`src/rtl/melody_seq.sv`:
```
// Note sequencer: plays (note, duration) entries from a writable score RAM,
// one duration unit per tick strobe, with optional articulation gap and looping.
module melody_seq #(
    parameter int LEN = 16,
    parameter int AW  = 4,
    parameter int GAP = 1
) (
    input  logic          clk,
    input  logic          rst_n,
    input  logic          en,
    input  logic          play,
    input  logic          stop,
    input  logic          loop,
    input  logic          wr_en,
    input  logic [AW-1:0] wr_addr,
    input  logic [6:0]    wr_data,
    output logic [2:0]    note_sel,
    output logic          gate,
    output logic          busy,
    output logic          done,
    output logic [AW-1:0] pos
);
    localparam logic [2:0]    REST  = 3'd7;
    localparam logic [AW-1:0] LAST  = AW'(LEN - 1);
    localparam logic [3:0]    GAP_W = 4'(GAP);

    typedef enum logic [1:0] {S_IDLE, S_FETCH, S_NOTE, S_PAUSE} state_t;

    state_t        r_state, w_state_nxt;
    logic [6:0]    r_score [LEN];
    logic [AW-1:0] r_pos, w_pos_nxt;
    logic [3:0]    r_cnt, w_cnt_nxt;
    logic [3:0]    r_gcnt, w_gcnt_nxt;
    logic [2:0]    r_note, w_note_nxt;
    logic          r_gate, w_gate_nxt;
    logic          r_done, w_done_nxt;
    logic [6:0]    w_entry;
    logic          w_adv;
    logic          w_end;

    // Asynchronous read: a same-cycle write lands at the edge, so FETCH sees old data.
    assign w_entry = r_score[r_pos];

    always_ff @(posedge clk) begin
        if (!rst_n) begin
            r_state <= S_IDLE;
        end else begin
            r_state <= w_state_nxt;
        end
    end

    always_comb begin
        w_state_nxt = r_state;
        w_pos_nxt   = r_pos;
        w_cnt_nxt   = r_cnt;
        w_gcnt_nxt  = r_gcnt;
        w_note_nxt  = r_note;
        w_gate_nxt  = r_gate;
        w_done_nxt  = 1'b0;
        w_adv       = 1'b0;
        w_end       = 1'b0;

        case (r_state)
            S_IDLE: begin
                if (play) begin
                    w_pos_nxt   = '0;
                    w_state_nxt = S_FETCH;
                end
            end
            S_FETCH: begin
                if (w_entry[3:0] == 4'd0) begin
                    w_end = 1'b1;
                end else begin
                    w_note_nxt  = w_entry[6:4];
                    w_gate_nxt  = (w_entry[6:4] != REST);
                    w_cnt_nxt   = w_entry[3:0];
                    w_state_nxt = S_NOTE;
                end
            end
            S_NOTE: begin
                if (en) begin
                    if (r_cnt > 4'd1) begin
                        w_cnt_nxt = r_cnt - 4'd1;
                    end else begin
                        w_note_nxt = REST;
                        w_gate_nxt = 1'b0;
                        if (GAP > 0) begin
                            w_gcnt_nxt  = GAP_W;
                            w_state_nxt = S_PAUSE;
                        end else begin
                            w_adv = 1'b1;
                        end
                    end
                end
            end
            S_PAUSE: begin
                if (en) begin
                    if (r_gcnt > 4'd1) begin
                        w_gcnt_nxt = r_gcnt - 4'd1;
                    end else begin
                        w_adv = 1'b1;
                    end
                end
            end
            default: w_state_nxt = S_IDLE;
        endcase

        if (w_adv) begin
            if (r_pos != LAST) begin
                w_pos_nxt   = r_pos + AW'(1);
                w_state_nxt = S_FETCH;
            end else begin
                w_end = 1'b1;
            end
        end

        // Looping requires pos != 0 so an empty score cannot spin forever.
        if (w_end) begin
            if (loop && (r_pos != '0)) begin
                w_pos_nxt   = '0;
                w_state_nxt = S_FETCH;
            end else begin
                w_state_nxt = S_IDLE;
                w_done_nxt  = 1'b1;
                w_note_nxt  = REST;
                w_gate_nxt  = 1'b0;
            end
        end

        if (stop) begin
            w_state_nxt = S_IDLE;
            w_pos_nxt   = r_pos;
            w_note_nxt  = REST;
            w_gate_nxt  = 1'b0;
            w_done_nxt  = 1'b0;
        end
    end

    always_ff @(posedge clk) begin
        if (!rst_n) begin
            r_pos  <= '0;
            r_cnt  <= '0;
            r_gcnt <= '0;
            r_note <= REST;
            r_gate <= 1'b0;
            r_done <= 1'b0;
            for (int i = 0; i < LEN; i++) begin
                r_score[i] <= '0;
            end
        end else begin
            r_pos  <= w_pos_nxt;
            r_cnt  <= w_cnt_nxt;
            r_gcnt <= w_gcnt_nxt;
            r_note <= w_note_nxt;
            r_gate <= w_gate_nxt;
            r_done <= w_done_nxt;
            if (wr_en) begin
                r_score[wr_addr] <= wr_data;
            end
        end
    end

    assign note_sel = r_note;
    assign gate     = r_gate;
    assign busy     = (r_state != S_IDLE);
    assign done     = r_done;
    assign pos      = r_pos;

endmodule

```
`config.mk`:
```
export PLATFORM = sky130hd
export DESIGN_NAME = melody_seq
export DESIGN_NICKNAME = d
export VERILOG_FILES = /design/src/rtl/melody_seq.sv
export SDC_FILE = /design/constraint.sdc
export NUM_CORES = 1
export LEC_CHECK = 0
export CORE_MARGIN = 2
export CORE_UTILIZATION = 55
export CTS_CLUSTER_SIZE = 14
export DETAILED_ROUTE_END_ITERATION = 7
export PLACE_DENSITY = 0.77
export SLEW_MARGIN = 0
export SYNTH_ARGS = -nofsm -noshare
export SYNTH_HDL_FRONTEND = slang
export SYNTH_SLANG_ARGS = --single-unit
```
`constraint.sdc`:
```
create_clock -name clk -period 2 [get_ports clk]
set_input_delay 0.2 -clock clk [delete_from_list [all_inputs] [get_ports clk]]
set_output_delay 0.2 -clock clk [all_outputs]
set_load 0.01 [all_outputs]
```
Word-level counts from Yosys, hierarchy flattened --
Memory sizes are Yosys's and may differ from the RTL's. A register that Yosys moved wholly into a read port is not among the register bits. Cells that the tools add are included.
Cells by class: add/subtract/negate cells 3, magnitude comparators 2, eq/ne operators 11, mux-type cells 53, bitwise gates (word level) 2, reduce and logical (&&, ||, !) cells 12
Operators with widths (count):
- $mux 4 | 16
- $mux 1 | 19
- $pmux 4 s2 | 2
- $mux 3 | 5
- $mux 2 | 7
- $ne 2x2->1 const B | 6
- $gt 4x1->1 const B | 2
- $sub 4x1->4 const B | 2
- $mux 7 | 1
- $reduce_or 7->1 | 1
- $pmux 2 s3 | 1
- $pmux 3 s2 | 1
- $reduce_bool 2->1 | 3
- $reduce_and 5->1 | 1
- $add 4x1->4 const B | 1
- $eq 2x2->1 const B | 2
- $logic_not 4->1 | 1
- $ne 4x4->1 const B | 1
- $reduce_and 4->1 | 1
- $reduce_bool 4->1 | 1
- $ne 3x3->1 const B | 1
- $reduce_or 3->1 | 1
- $eq 2x1->1 const B | 1
- $logic_not 2->1 | 1
- other kinds (4) | 5
Storage, ports and cells: register bits 19, bits in writable memories 112, input bits 18, output and inout bits 10, logic and storage cells 91, memories kept 1
Memories:
- r_score | depth 16, bits a word 7, rd ports 1, clocked after Yosys merged registers in 1, write ports 16, line 30 | logic [6:0] r_score [LEN];

Longest topological paths before layout --
Gate-level depths: netlist of run 1.
depth after elaboration 9, gate-level depth with buffers 10, mapped depth without buffers 9

Least setup slack after synthesis of run 1 --
Ideal clock, no wire load.
path kind reg-to-reg, start point register (tool-made name), end point register (tool-made name), library setup time 143 ps, data arrival time 2082 ps, data required time 1857 ps, setup slack -225 ps, cell stages (with the launch flop) 11, path buffers 3, period minus slack after synthesis 2225 ps, cell sequence dfxtp_1 buf_2 buf_2 mux4_2 a22oi_1 nand3_2 nor4_4 buf_6 a21oi_2 nor2_1 o221ai_1

==> results, run 1 <==
- The run finished, with violations left.
- The final reports fail on setup timing.
- The source of the worst hold timing path is r_gcnt[1]$_SDFFE_PN0P_.
- Input and output buffers added on the ports amount to 27.
- The measured slew at the worst slew-check pin is 0.696 ns.
- For the final database, setup skew stands at ~0.0084 ns.
- The worst path in the final design needs a cycle of 2.38 ns, including I/O delays and setup.
- The routed layout has between 4000 and 5000 vias.
- Detailed placement finished with a half-perimeter wire length of 11.0 mm.
- The layout overhead on the synthesized area is 26.3%.
- In this run the deepest clock path goes through 2 buffers.
- The number of instances in the placed design is 753.
- Of all nets on the critical path, the largest fanout is 6.
- The I/O pin count is 28.
- The worst setup path is of the reg2reg kind.
- The routed design has 15.9 mm of wire.
- The end point of the worst hold path is r_gcnt[1]$_SDFFE_PN0P_.
- In this run the horizontal extent of the chip is 114 um.
- For this run, the total global-route usage over all layers was measured as 0.265.
- 0 antenna diodes ended up in the layout.
- The initial antenna violation count is 0.
- The mean number of vias per cell is 5.88.
- OpenSTA, run right after detailed placement, puts the worst setup slack at -0.485 ns.
- Yosys mapped a number of flops with a built-in enable equal to 112.
- The largest total area in the synthesized netlist belongs to sky130_fd_sc_hd__edfxtp_1.
- Of the cells placed in the final design, the portion with a size suffix greater than 1 is 0.285.
- For this run, the top clock speed supported by timing is 0.419 GHz.
- The final cycle utilization of the critical path is 1.19.
- The share of synthesized area in the top cell type comes to 0.507.
- The floorplan has 40 rows.
- For this run, the register share of the synthesized area comes to 0.577.
- The longest individual stage delay on the worst path is 0.54 ns.
- The post-synthesis sequential element count is 135.
- The number of buffers created by CTS is 17.
- In the final routed layout, each cell accounts on average for about 20 um.
- The mean instance size in the synthesized netlist is 12.8 um^2.
- The remaining antenna violation count is 0.
- The number of global-route vias before repair is 4794.
- The setup slack of the critical path after layout is -0.384 ns.
- The most common flop cell mapped by yosys is sky130_fd_sc_hd__edfxtp_1.
- After synthesis, the most frequently instantiated cells are sky130_fd_sc_hd__and2_1, sky130_fd_sc_hd__edfxtp_1, sky130_fd_sc_hd__nor2_1.
- The share of synthesized registers carrying an async set or reset is 0.
- The core box area is around 12000 um^2.
- In this run, distinct cell masters in the synthesized netlist total 55.
- The H-tree generated during clock tree synthesis spans 4 levels.
- Setup repair after global routing could not meet its margin everywhere.
- The number of fillers in the final layout is around 800.
- The net count after synthesis is 548.
- The count of endpoints failing hold in the final timing report came to 0.
- STA puts the critical path data arrival time at 2.68 ns.
- In this run the clock root is driven by a sky130_fd_sc_hd__clkbuf_16.
- The layout net count is 667.
- The TritonCTS clock tree is yes.
- The mapped cell area is 6630 um^2.
- The worst register-to-register path ends at note_sel[0]$_SDFF_PP1_.
- The clock sink count is roughly 140.
- The master of the slowest instance on the critical path is sky130_fd_sc_hd__mux4_2.
- The die covers 13000 um^2.
- Among all cell types in the netlist, the one instantiated most often is sky130_fd_sc_hd__and2_1.
- The DRC violation count after routing is 0.
- The routability-driven placement congestion ratio is around 0.85.
- Overall power consumption after layout is estimated at 6.35 mW.
- The static leakage is 3.09 nW.
- For this run the aggregate overflow at the end of global routing stands at 0.
- Setup violations remaining at the end of the flow were counted as 19.
- The critical path goes through buf_16 > mux4_2 > a22oi_2 > nand3_2 > nor4_4 > buf_4 > buf_6 > nor2_2 > a31oi_1 > o211ai_1.
- The floorplan step set the die height to 114 um.
- The count of pins over their slew limit was 0.
- The finished layout holds 797 standard cells, fillers aside.
- During synthesis, Yosys emitted a total of 0 warnings.
- The cell area power density is 758 nW/um^2.
- After clock tree synthesis, the clock-pin slew on the worst setup and hold paths is roughly 0.06 ns.
- The first-pass iteration count of the detailed router is 4.
- The effective utilization at floorplan is 0.557.
- Sorting the synthesized cells by area gives the leading types as sky130_fd_sc_hd__edfxtp_1, sky130_fd_sc_hd__and2_1, sky130_fd_sc_hd__mux4_2.
- The synthesized instance count is between 500 and 600.
- Entering global routing, the biggest net connects 17 pins.
- The worst setup path is captured at a register.
- The worst setup path is launched from a register.
- The reg-to-reg setup timing slack is -0.38 ns.
- The worst hold path passes through 2 cells.
- In this run the worst hold path is classified as reg2reg.
- Measured in cells, the most critical reg-to-reg path has a length of 10.
- The worst max-slew margin expressed relative to the limit is 0.534.
- The count of routing violations after the opening detailed-route iteration is 460.
- Across the VDD grid, the largest voltage drop is roughly 0.5 mV.
- The number of hold buffers added after CTS was 0.
- The clock reaches the later pin of the worst-skew pair after approximately 0.42 ns.
- The max capacitance violation total is 0.
- The first global-routing pass estimated 25.4 mm of wire.
- The required time reported for the critical path endpoint is 2.29 ns.
==> placed cells by master (no fill, tap or decap), types with 3 or more instances in the layout <==
cell,netlist,routed
sky130_fd_sc_hd__a21oi_1,10,7
sky130_fd_sc_hd__a21oi_2,1,3
sky130_fd_sc_hd__a22oi_1,5,3
sky130_fd_sc_hd__a22oi_2,1,3
sky130_fd_sc_hd__a31oi_1,4,4
sky130_fd_sc_hd__and2_1,113,112
sky130_fd_sc_hd__and3_1,5,4
sky130_fd_sc_hd__buf_12,1,3
sky130_fd_sc_hd__buf_4,0,89
sky130_fd_sc_hd__buf_6,3,5
sky130_fd_sc_hd__clkbuf_16,0,17
sky130_fd_sc_hd__clkdlybuf4s50_1,0,27
sky130_fd_sc_hd__clkinv_1,0,3
sky130_fd_sc_hd__clkinv_2,0,6
sky130_fd_sc_hd__dfxtp_1,23,20
sky130_fd_sc_hd__edfxtp_1,112,112
sky130_fd_sc_hd__ha_1,10,8
sky130_fd_sc_hd__inv_1,15,14
sky130_fd_sc_hd__mux2i_1,6,5
sky130_fd_sc_hd__mux4_2,22,26
sky130_fd_sc_hd__nand2_1,26,24
sky130_fd_sc_hd__nand2b_1,8,8
sky130_fd_sc_hd__nand3_1,16,15
sky130_fd_sc_hd__nand3_2,3,3
sky130_fd_sc_hd__nor2_1,32,30
sky130_fd_sc_hd__nor2b_1,4,4
sky130_fd_sc_hd__nor3_1,10,9
sky130_fd_sc_hd__o211ai_1,3,3
sky130_fd_sc_hd__o21ai_0,21,20
sky130_fd_sc_hd__o31ai_1,4,4
==> logic make-up (layout without fill, tap and decap cells) <==
family | Yosys count | count (layout) | synth area share
simple gates | 229 | 229 | 0.195
flops | 135 | 135 | 0.577
compound gates | 69 | 69 | 0.0691
buf+inv | 41 | 171 | 0.0302
mux | 34 | 34 | 0.108
fa+ha+maj | 10 | 10 | 0.0189
xor+xnor | 2 | 2 | 0.00264
==> layer usage <==
layer  share of wire  wire length, um  global-route usage
met3           0.062              981              0.0457
met4           0.024              381               0.107
met2            0.52             8340               0.463
met1            0.39             6230               0.330
met5               0                0                   0
==> critical path, delay by kind of cell (launching register included) <==
kind	cells	cell delay [ns]
buffers and inverters	3	0.41
AOI/OAI and AO/OA	3	0.46
DFF	1	0.39
and+or+nand+nor	3	0.44
muxes	1	0.54
==> area by class of cell <==
type	instances	area, um^2	area share
Clock inverter	12	65.1	0.00777
Timing Repair Buffer	126	1090	0.130
Clock buffer	18	429	0.0512
Inverter	15	56.3	0.00672
Multi-Input combinational cell	344	2730	0.325
Sequential cell	135	3830	0.457
Tap cell	147	184	0.0220
==> state kept, by name, indices dropped and copies added (netlist names), named ones only <==
name	cells
gate	1
pos	4
r_cnt	4
r_score	112
note_sel	3
done	1
r_state	2
r_gcnt	4
==> through the flow <==
step	area (um^2)	TNS (ns)	util	hold slack, ns
floorplan	6680	-1.77	-	0.397
global placement	7660	-9.74	0.643	0.466
detailed placement	7660	-15.09	0.643	0.482
CTS	8260	-6.14	0.694	0.489
global route	8380	-7.40	0.703	0.533
finish	8380	-6.04	0.703	0.488
==> where the power goes <==
group	switching [mW]	total [mW]	leakage, nW	internal, mW
sequential	0.0574	3.24	1.26	3.18
clock	1.10	2.64	0.243	1.53
combinational	0.261	0.474	1.59	0.212
==> worst max path at each step <==
stage / endpoint / depth (start not counted) / from
after CTS: r_cnt[0]$_SDFFE_PN0P_ / 10 / register
after detailed placement: pos[1]$_SDFFE_PN0N_ / 7 / register
after global placement: r_cnt[0]$_SDFFE_PN0P_ / 8 / register
after global routing: r_cnt[1]$_SDFFE_PN0P_ / 10 / register
after floorplan: register / 10 / register
final: note_sel[0]$_SDFF_PP1_ / 10 / register
==> what timing repair did <==
item	CTS	global route
setup endpoints to repair	21	24
buffers inserted	4	8
pin swaps	8	5
cloned	2	0
gates resized for setup	20	16
(Power assumes the default switching activity.)
==> run 2, diff against run 1 <==
HOLD_SLACK_MARGIN = 0.15   (was unset)
==> results of run 2 <==
The final DEF is identical to that of run 1; final timing and power are the same.
